**config.mk**
```make
export PLATFORM = sky130hd
export DESIGN_NAME = axi32_regbank_cell
export DESIGN_NICKNAME = d
export VERILOG_FILES = /design/src/rtl/axi32_regbank_cell.sv
export SDC_FILE = /design/constraint.sdc
export NUM_CORES = 1
export LEC_CHECK = 0
export CAP_MARGIN = 30
export CELL_PAD_IN_SITES_DETAIL_PLACEMENT = 1
export CELL_PAD_IN_SITES_GLOBAL_PLACEMENT = 2
export CORE_MARGIN = 2
export CORE_UTILIZATION = 31
export DETAILED_ROUTE_END_ITERATION = 8
export GPL_ROUTABILITY_DRIVEN = 0
export PLACE_DENSITY_LB_ADDON = 0.3
export SLEW_MARGIN = 40
export SYNTH_ARGS = -nofsm -noshare
export SYNTH_HDL_FRONTEND = slang
export SYNTH_SLANG_ARGS = --single-unit
```
**constraint.sdc**
```tcl
create_clock -name s_axi_clk_in -period 2.8 [get_ports s_axi_clk_in]
set_input_delay 0.56 -clock s_axi_clk_in [delete_from_list [all_inputs] [get_ports s_axi_clk_in]]
set_output_delay 0.56 -clock s_axi_clk_in [all_outputs]
set_load 0.05 [all_outputs]
```
**src/rtl/axi32_regbank_cell.sv**
```systemverilog
// AXI4-Lite slave register bank: read-only ID word, R/W control words, live status words,
// and a sticky W1C interrupt block with an enable mask.
module axi32_regbank_cell #(
  parameter int          datawidth = 32,
  parameter int          addrwidth = 8,
  parameter int          ctrl_num  = 4,
  parameter int          stat_num  = 4,
  parameter logic [31:0] cbbid     = 32'h5446_0001
) (
  input  logic                          s_axi_clk_in,
  input  logic                          s_axi_reset_n_in,
  input  logic [addrwidth-1:0]          s_axi_awaddr_in,
  input  logic                          s_axi_awvalid_in,
  output logic                          s_axi_awready_out,
  input  logic [datawidth-1:0]          s_axi_wdata_in,
  input  logic [datawidth/8-1:0]        s_axi_wstrb_in,
  input  logic                          s_axi_wvalid_in,
  output logic                          s_axi_wready_out,
  output logic [1:0]                    s_axi_bresp_out,
  output logic                          s_axi_bvalid_out,
  input  logic                          s_axi_bready_in,
  input  logic [addrwidth-1:0]          s_axi_araddr_in,
  input  logic                          s_axi_arvalid_in,
  output logic                          s_axi_arready_out,
  output logic [datawidth-1:0]          s_axi_rdata_out,
  output logic [1:0]                    s_axi_rresp_out,
  output logic                          s_axi_rvalid_out,
  input  logic                          s_axi_rready_in,
  output logic [ctrl_num*datawidth-1:0] control_out,
  input  logic [stat_num*datawidth-1:0] status_in,
  input  logic [datawidth-1:0]          irq_src_in,
  output logic                          irq_out
);

  localparam int aw_word = addrwidth - 2;
  localparam int strb_w  = datawidth / 8;

  localparam logic [1:0] resp_okay   = 2'b00;
  localparam logic [1:0] resp_slverr = 2'b10;

  localparam logic [aw_word-1:0] idx_id   = '0;
  localparam logic [aw_word-1:0] idx_pend = aw_word'(32);
  localparam logic [aw_word-1:0] idx_en   = aw_word'(33);

  typedef enum logic [2:0] {W_IDLE, W_GOT_A, W_GOT_D, W_EXEC, W_RESP} wstate_t;
  typedef enum logic       {R_IDLE, R_DATA} rstate_t;

  wstate_t ws, ws_nxt;
  rstate_t rs, rs_nxt;

  logic                               live_q;
  logic [aw_word-1:0]                 awaddr_q;
  logic [datawidth-1:0]               wdata_q;
  logic [strb_w-1:0]                  wstrb_q;
  logic [1:0]                         bresp_q;
  logic [datawidth-1:0]               rdata_q;
  logic [1:0]                         rresp_q;

  logic [ctrl_num-1:0][datawidth-1:0] ctrl_q;
  logic [datawidth-1:0]               irq_en_q;
  logic [datawidth-1:0]               irq_pend_q;
  logic [datawidth-1:0]               irq_src_q;
  logic                               irq_q;

  logic                               aw_hs, w_hs, ar_hs, wr_exec;
  logic [ctrl_num-1:0]                wr_ctrl_hit;
  logic                               wr_en_hit, wr_pend_hit, wr_err;
  logic [datawidth-1:0]               wmask, w1c, irq_edge;
  logic [aw_word-1:0]                 ridx;
  logic [datawidth-1:0]               rd_data;
  logic                               rd_err;

  // Address bits [1:0] never take part in decoding.
  logic unused_addr_lsbs;
  assign unused_addr_lsbs = &{1'b0, s_axi_awaddr_in[1:0], s_axi_araddr_in[1:0]};

  // Holds the ready outputs low while reset is asserted and for the first cycle after release.
  always_ff @(posedge s_axi_clk_in or negedge s_axi_reset_n_in) begin
    if (!s_axi_reset_n_in) live_q <= 1'b0;
    else                   live_q <= 1'b1;
  end

  assign s_axi_awready_out = live_q & ((ws == W_IDLE) | (ws == W_GOT_D));
  assign s_axi_wready_out  = live_q & ((ws == W_IDLE) | (ws == W_GOT_A));
  assign s_axi_bvalid_out  = (ws == W_RESP);
  assign s_axi_bresp_out   = bresp_q;
  assign s_axi_arready_out = live_q & (rs == R_IDLE);
  assign s_axi_rvalid_out  = (rs == R_DATA);
  assign s_axi_rdata_out   = rdata_q;
  assign s_axi_rresp_out   = rresp_q;
  assign control_out       = ctrl_q;
  assign irq_out           = irq_q;

  assign aw_hs   = s_axi_awvalid_in & s_axi_awready_out;
  assign w_hs    = s_axi_wvalid_in  & s_axi_wready_out;
  assign ar_hs   = s_axi_arvalid_in & s_axi_arready_out;
  assign wr_exec = (ws == W_EXEC);

  // ---------------- write channel ----------------
  // NOTE: every output of a combinational block gets a default first, so no path can infer a latch.
  always_comb begin
    ws_nxt = ws;
    case (ws)
      W_IDLE:  if (aw_hs && w_hs) ws_nxt = W_EXEC;
               else if (aw_hs)    ws_nxt = W_GOT_A;
               else if (w_hs)     ws_nxt = W_GOT_D;
      W_GOT_A: if (w_hs)  ws_nxt = W_EXEC;
      W_GOT_D: if (aw_hs) ws_nxt = W_EXEC;
      W_EXEC:  ws_nxt = W_RESP;
      W_RESP:  if (s_axi_bready_in) ws_nxt = W_IDLE;
      default: ws_nxt = W_IDLE;
    endcase
  end

  // NOTE: sequential state uses non-blocking assignments so every flop samples pre-edge values.
  always_ff @(posedge s_axi_clk_in or negedge s_axi_reset_n_in) begin
    if (!s_axi_reset_n_in) begin
      ws       <= W_IDLE;
      awaddr_q <= '0;
      wdata_q  <= '0;
      wstrb_q  <= '0;
      bresp_q  <= resp_okay;
    end else begin
      ws <= ws_nxt;
      if (aw_hs) awaddr_q <= s_axi_awaddr_in[addrwidth-1:2];
      if (w_hs) begin
        wdata_q <= s_axi_wdata_in;
        wstrb_q <= s_axi_wstrb_in;
      end
      if (wr_exec) bresp_q <= wr_err ? resp_slverr : resp_okay;
    end
  end

  always_comb begin
    wr_ctrl_hit = '0;
    wr_en_hit   = (awaddr_q == idx_en);
    wr_pend_hit = (awaddr_q == idx_pend);
    for (int i = 0; i < ctrl_num; i++)
      if (awaddr_q == aw_word'(i + 1)) wr_ctrl_hit[i] = 1'b1;
    wr_err = ~(|wr_ctrl_hit | wr_en_hit | wr_pend_hit);
  end

  always_comb begin
    wmask = '0;
    for (int b = 0; b < strb_w; b++) wmask[8*b +: 8] = {8{wstrb_q[b]}};
  end

  assign w1c      = (wr_exec && wr_pend_hit) ? (wdata_q & wmask) : '0;
  assign irq_edge = irq_src_in & ~irq_src_q;

  // ---------------- register bank and interrupt block ----------------
  // NOTE: the bank is a handful of flops, not a RAM, so every word is reset to a known value.
  always_ff @(posedge s_axi_clk_in or negedge s_axi_reset_n_in) begin
    if (!s_axi_reset_n_in) begin
      ctrl_q     <= '0;
      irq_en_q   <= '0;
      irq_pend_q <= '0;
      irq_src_q  <= '0;
      irq_q      <= 1'b0;
    end else begin
      for (int i = 0; i < ctrl_num; i++)
        if (wr_exec && wr_ctrl_hit[i]) ctrl_q[i] <= (ctrl_q[i] & ~wmask) | (wdata_q & wmask);
      if (wr_exec && wr_en_hit) irq_en_q <= (irq_en_q & ~wmask) | (wdata_q & wmask);
      // A new edge wins over a W1C of the same bit in the same cycle.
      irq_pend_q <= (irq_pend_q & ~w1c) | irq_edge;
      irq_src_q  <= irq_src_in;
      irq_q      <= |(irq_pend_q & irq_en_q);
    end
  end

  // ---------------- read channel ----------------
  always_comb begin
    rd_data = '0;
    rd_err  = 1'b1;
    ridx    = s_axi_araddr_in[addrwidth-1:2];
    if (ridx == idx_id) begin
      rd_data = cbbid;
      rd_err  = 1'b0;
    end
    for (int i = 0; i < ctrl_num; i++)
      if (ridx == aw_word'(i + 1)) begin
        rd_data = ctrl_q[i];
        rd_err  = 1'b0;
      end
    for (int j = 0; j < stat_num; j++)
      if (ridx == aw_word'(16 + j)) begin
        rd_data = status_in[datawidth*j +: datawidth];
        rd_err  = 1'b0;
      end
    if (ridx == idx_pend) begin
      rd_data = irq_pend_q;
      rd_err  = 1'b0;
    end
    if (ridx == idx_en) begin
      rd_data = irq_en_q;
      rd_err  = 1'b0;
    end
  end

  always_comb begin
    rs_nxt = rs;
    case (rs)
      R_IDLE:  if (ar_hs) rs_nxt = R_DATA;
      R_DATA:  if (s_axi_rready_in) rs_nxt = R_IDLE;
      default: rs_nxt = R_IDLE;
    endcase
  end

  always_ff @(posedge s_axi_clk_in or negedge s_axi_reset_n_in) begin
    if (!s_axi_reset_n_in) begin
      rs      <= R_IDLE;
      rdata_q <= '0;
      rresp_q <= resp_okay;
    end else begin
      rs <= rs_nxt;
      if (ar_hs) begin
        rdata_q <= rd_data;
        rresp_q <= rd_err ? resp_slverr : resp_okay;
      end
    end
  end

endmodule

```
==> metrics.cfg <==
[power]
power_leakage_uw=0.00893
ir_drop_mv=0.442
p_per_area_nw_per_um2=766

[job]
drv_cap=0

[synthesis]
postSynthCellCount=1165
yosysWarnings=0
synth_cell_types=62
ys.flop_type=dfrtp_1
ys_ff_latch=306
synth-seq-area-share=0.537
avgSynthCellArea_sq_um=12.2
netlist_area_sq_um=14300
synth_edf_count=0
synthArstFlopShare=1.00

[worst_hold_path]
hp-class=in2reg

[timing]
hold_violations=0
relSlewSlack=0.553
slew_viol_final=0
hold_ws_ps=476
grt_setup_unrepaired=no
period_needed_ps=2650
fin_skew_ps=20.7
fin_crit_sh=0.947
fmax_ghz=0.377
setup_viol=0
tns_ps=0
worst_slew_pin_slew_ps=669

[placement]
placed_cells=2153
placedInstanceArea_sq_um=19300
hpwl_um=46000
port_buffers=382

[worst_setup_path]
start_kind=register
cp_max_fo=7
slowest_stage=clkdlybuf4s50_1
crit_family=buffers and inverters
crit_arrival_ps=2090
crit_buf_inv=1
critical_path_required_ps=2240
path_cells=nor3b_1, clkdlybuf4s50_1
path_class=reg2out
critPathMaxStageDelay_ps=860
critPathCaptureType=output port

[floorplanning]
dieArea_sq_um=47700
rows=78
ios=389
die_h_um=218
start_util=0.314
chipWidth_um=218
core_area_sq_um=45400

[route]
first_pass_iters=5
vias=11900
ant_nets=0
drc_errors=0
wl_per_cell_um=27.7
vias_per_cell=5.37
totalWireLength_um=61500
drtIter0Drc=694

[layout]
drive_above_1_share=0.249
final_cells=2219
final_util=0.453
syn2layout_area_growth_pct=44.1
layout.nets=1812
final_area_sq_um=20500
nFillCells=4798

[clocking]
cts_root_buf=clkbuf_16
cts-buffers-inserted=37
cts_tree=done
clock_latency_ps=560
post_cts_buffers=0
clk_pin_slew_ps=60
htreeDepth=2
cts.sinks=306
clock_path_buffers=3

[grt]
grt_pass1_vias=12800
grt_use_total=0.257
antenna_found_initial=3
grt_pass1_wl_um=87900
grt_overflow=0
grt_max_degree=69

[status]
outcome=finished, final reports clean

## metrics by stage
stage               setup slack [ps]  total power [uW]
global placement                -144             10900
CTS                             71.8             15900
finish                           149             15700
floorplan                        189              8830
global route                    21.0             16400
detailed placement              -194             11000
## where the power goes
group / internal, uW / switching [uW] / total [uW]
Sequential: 5260 / 1110 / 6370
Clock: 2850 / 1950 / 4800
Combinational: 1910 / 2650 / 4560
## cell families (layout without fill, tap and decap cells)
group | Yosys count | in the layout | synth area share
compound gates | 267 | 267 | 0.150
buf+inv | 112 | 562 | 0.0350
flops | 306 | 306 | 0.537
mux | 244 | 244 | 0.193
other cells | 2 | 6 | 0.000527
simple gates | 234 | 234 | 0.0850
## final cells by class
type	instances	area, sq um	area share
Antenna cell	3	7.51	0.000365
Clock buffer	53	1080	0.0525
Clock inverter	9	101	0.00493
Inverter	41	154	0.00749
Multi-Input combinational cell	748	6140	0.299
Sequential cell	306	7660	0.373
Tap cell	600	751	0.0365
Timing Repair Buffer	459	4650	0.227
## layout by cell type, fill, tap and decap left out, drive strengths merged, types with 3 or more instances in the layout
cell | synthesis | layout
nor2 | 65 | 65
nand3 | 3 | 3
a221o | 21 | 21
diode | 0 | 3
nor4b | 4 | 4
a211oi | 6 | 6
o21ai | 33 | 33
nand2b | 6 | 6
dfrtp | 306 | 306
buf | 33 | 79
o221ai | 27 | 27
nor3b | 4 | 4
o211ai | 5 | 5
nand4 | 3 | 3
inv | 41 | 42
a22oi | 13 | 13
clkbuf | 38 | 53
a21oi | 39 | 39
a221oi | 54 | 54
nor2b | 6 | 6
clkinv | 0 | 5
mux2i | 11 | 11
nor4 | 4 | 4
a31oi | 6 | 6
nor3 | 45 | 45
clkdlybuf4s50 | 0 | 377
a22o | 39 | 39
nand2 | 73 | 73
and2 | 11 | 11
conb | 2 | 3
mux2 | 232 | 232
o22ai | 8 | 8
## synthesized netlist by cell type, drive strengths merged, types with 2 or more instances
master,count,share of area
a211oi,6,0.0032
a21oi,39,0.014
a221o,21,0.015
a221oi,54,0.039
a22o,39,0.024
a22oi,13,0.0068
a311o,2,0.0014
a31oi,6,0.0026
and2,11,0.0048
buf,33,0.014
clkbuf,38,0.010
conb,2,0.00053
dfrtp,306,0.54
inv,41,0.011
mux2,232,0.18
mux2i,11,0.0077
nand2,73,0.019
nand2b,6,0.0026
nand3,3,0.0014
nand4,3,0.0013
nor2,65,0.017
nor2b,6,0.0026
nor3,45,0.021
nor3b,4,0.0021
nor4,4,0.0037
nor4b,4,0.0025
o2111ai,2,0.0012
o211a,2,0.0014
o211ai,5,0.0026
o21a,2,0.0011
o21ai,33,0.012
o221ai,27,0.017
o22ai,8,0.0035
or4,2,0.0011
or4b,2,0.0014
## layer usage
layer  vias to the layer above  wire length, um  track usage
li1                       5248                -            -
met4                         0             2490        0.111
met2                       377            29700        0.426
met3                       112             3650       0.0489
met1                      6186            25700        0.325
met5                         -                0            0
## worst reg2reg max path: stages (launching register included)
cell and delay, ps:
dfrtp_1 440, and3b_1 370, nand2_1 140, nor4_2 230, buf_4 220, nand2_1 400, mux2_2 430
## final timing paths
kind / start / to / slack (ps) / depth (start not counted)
max: ws[2] / s_axi_wready_out / 150 / 2
min: irq_src_in[10] / irq_src_q[10] / 480 / 1
max reg2reg: ws[2] / register / 460 / 6
min reg2reg: s_axi_rresp_out[1] / s_axi_rresp_out[1] / 490 / 2
max in group asynchronous: s_axi_reset_n_in / irq_src_q[8] / 1390 / 3
min in group asynchronous: s_axi_reset_n_in / wdata_q[12] / 560 / 2
## timing repair
action,4_1_cts,5_1_grt
hold endpoints to repair,60,0
gates resized for setup,1,1
endpoints found under the setup margin,1,1
hold buffers,1,0
Note: power is estimated with default switching activity, not from simulation.
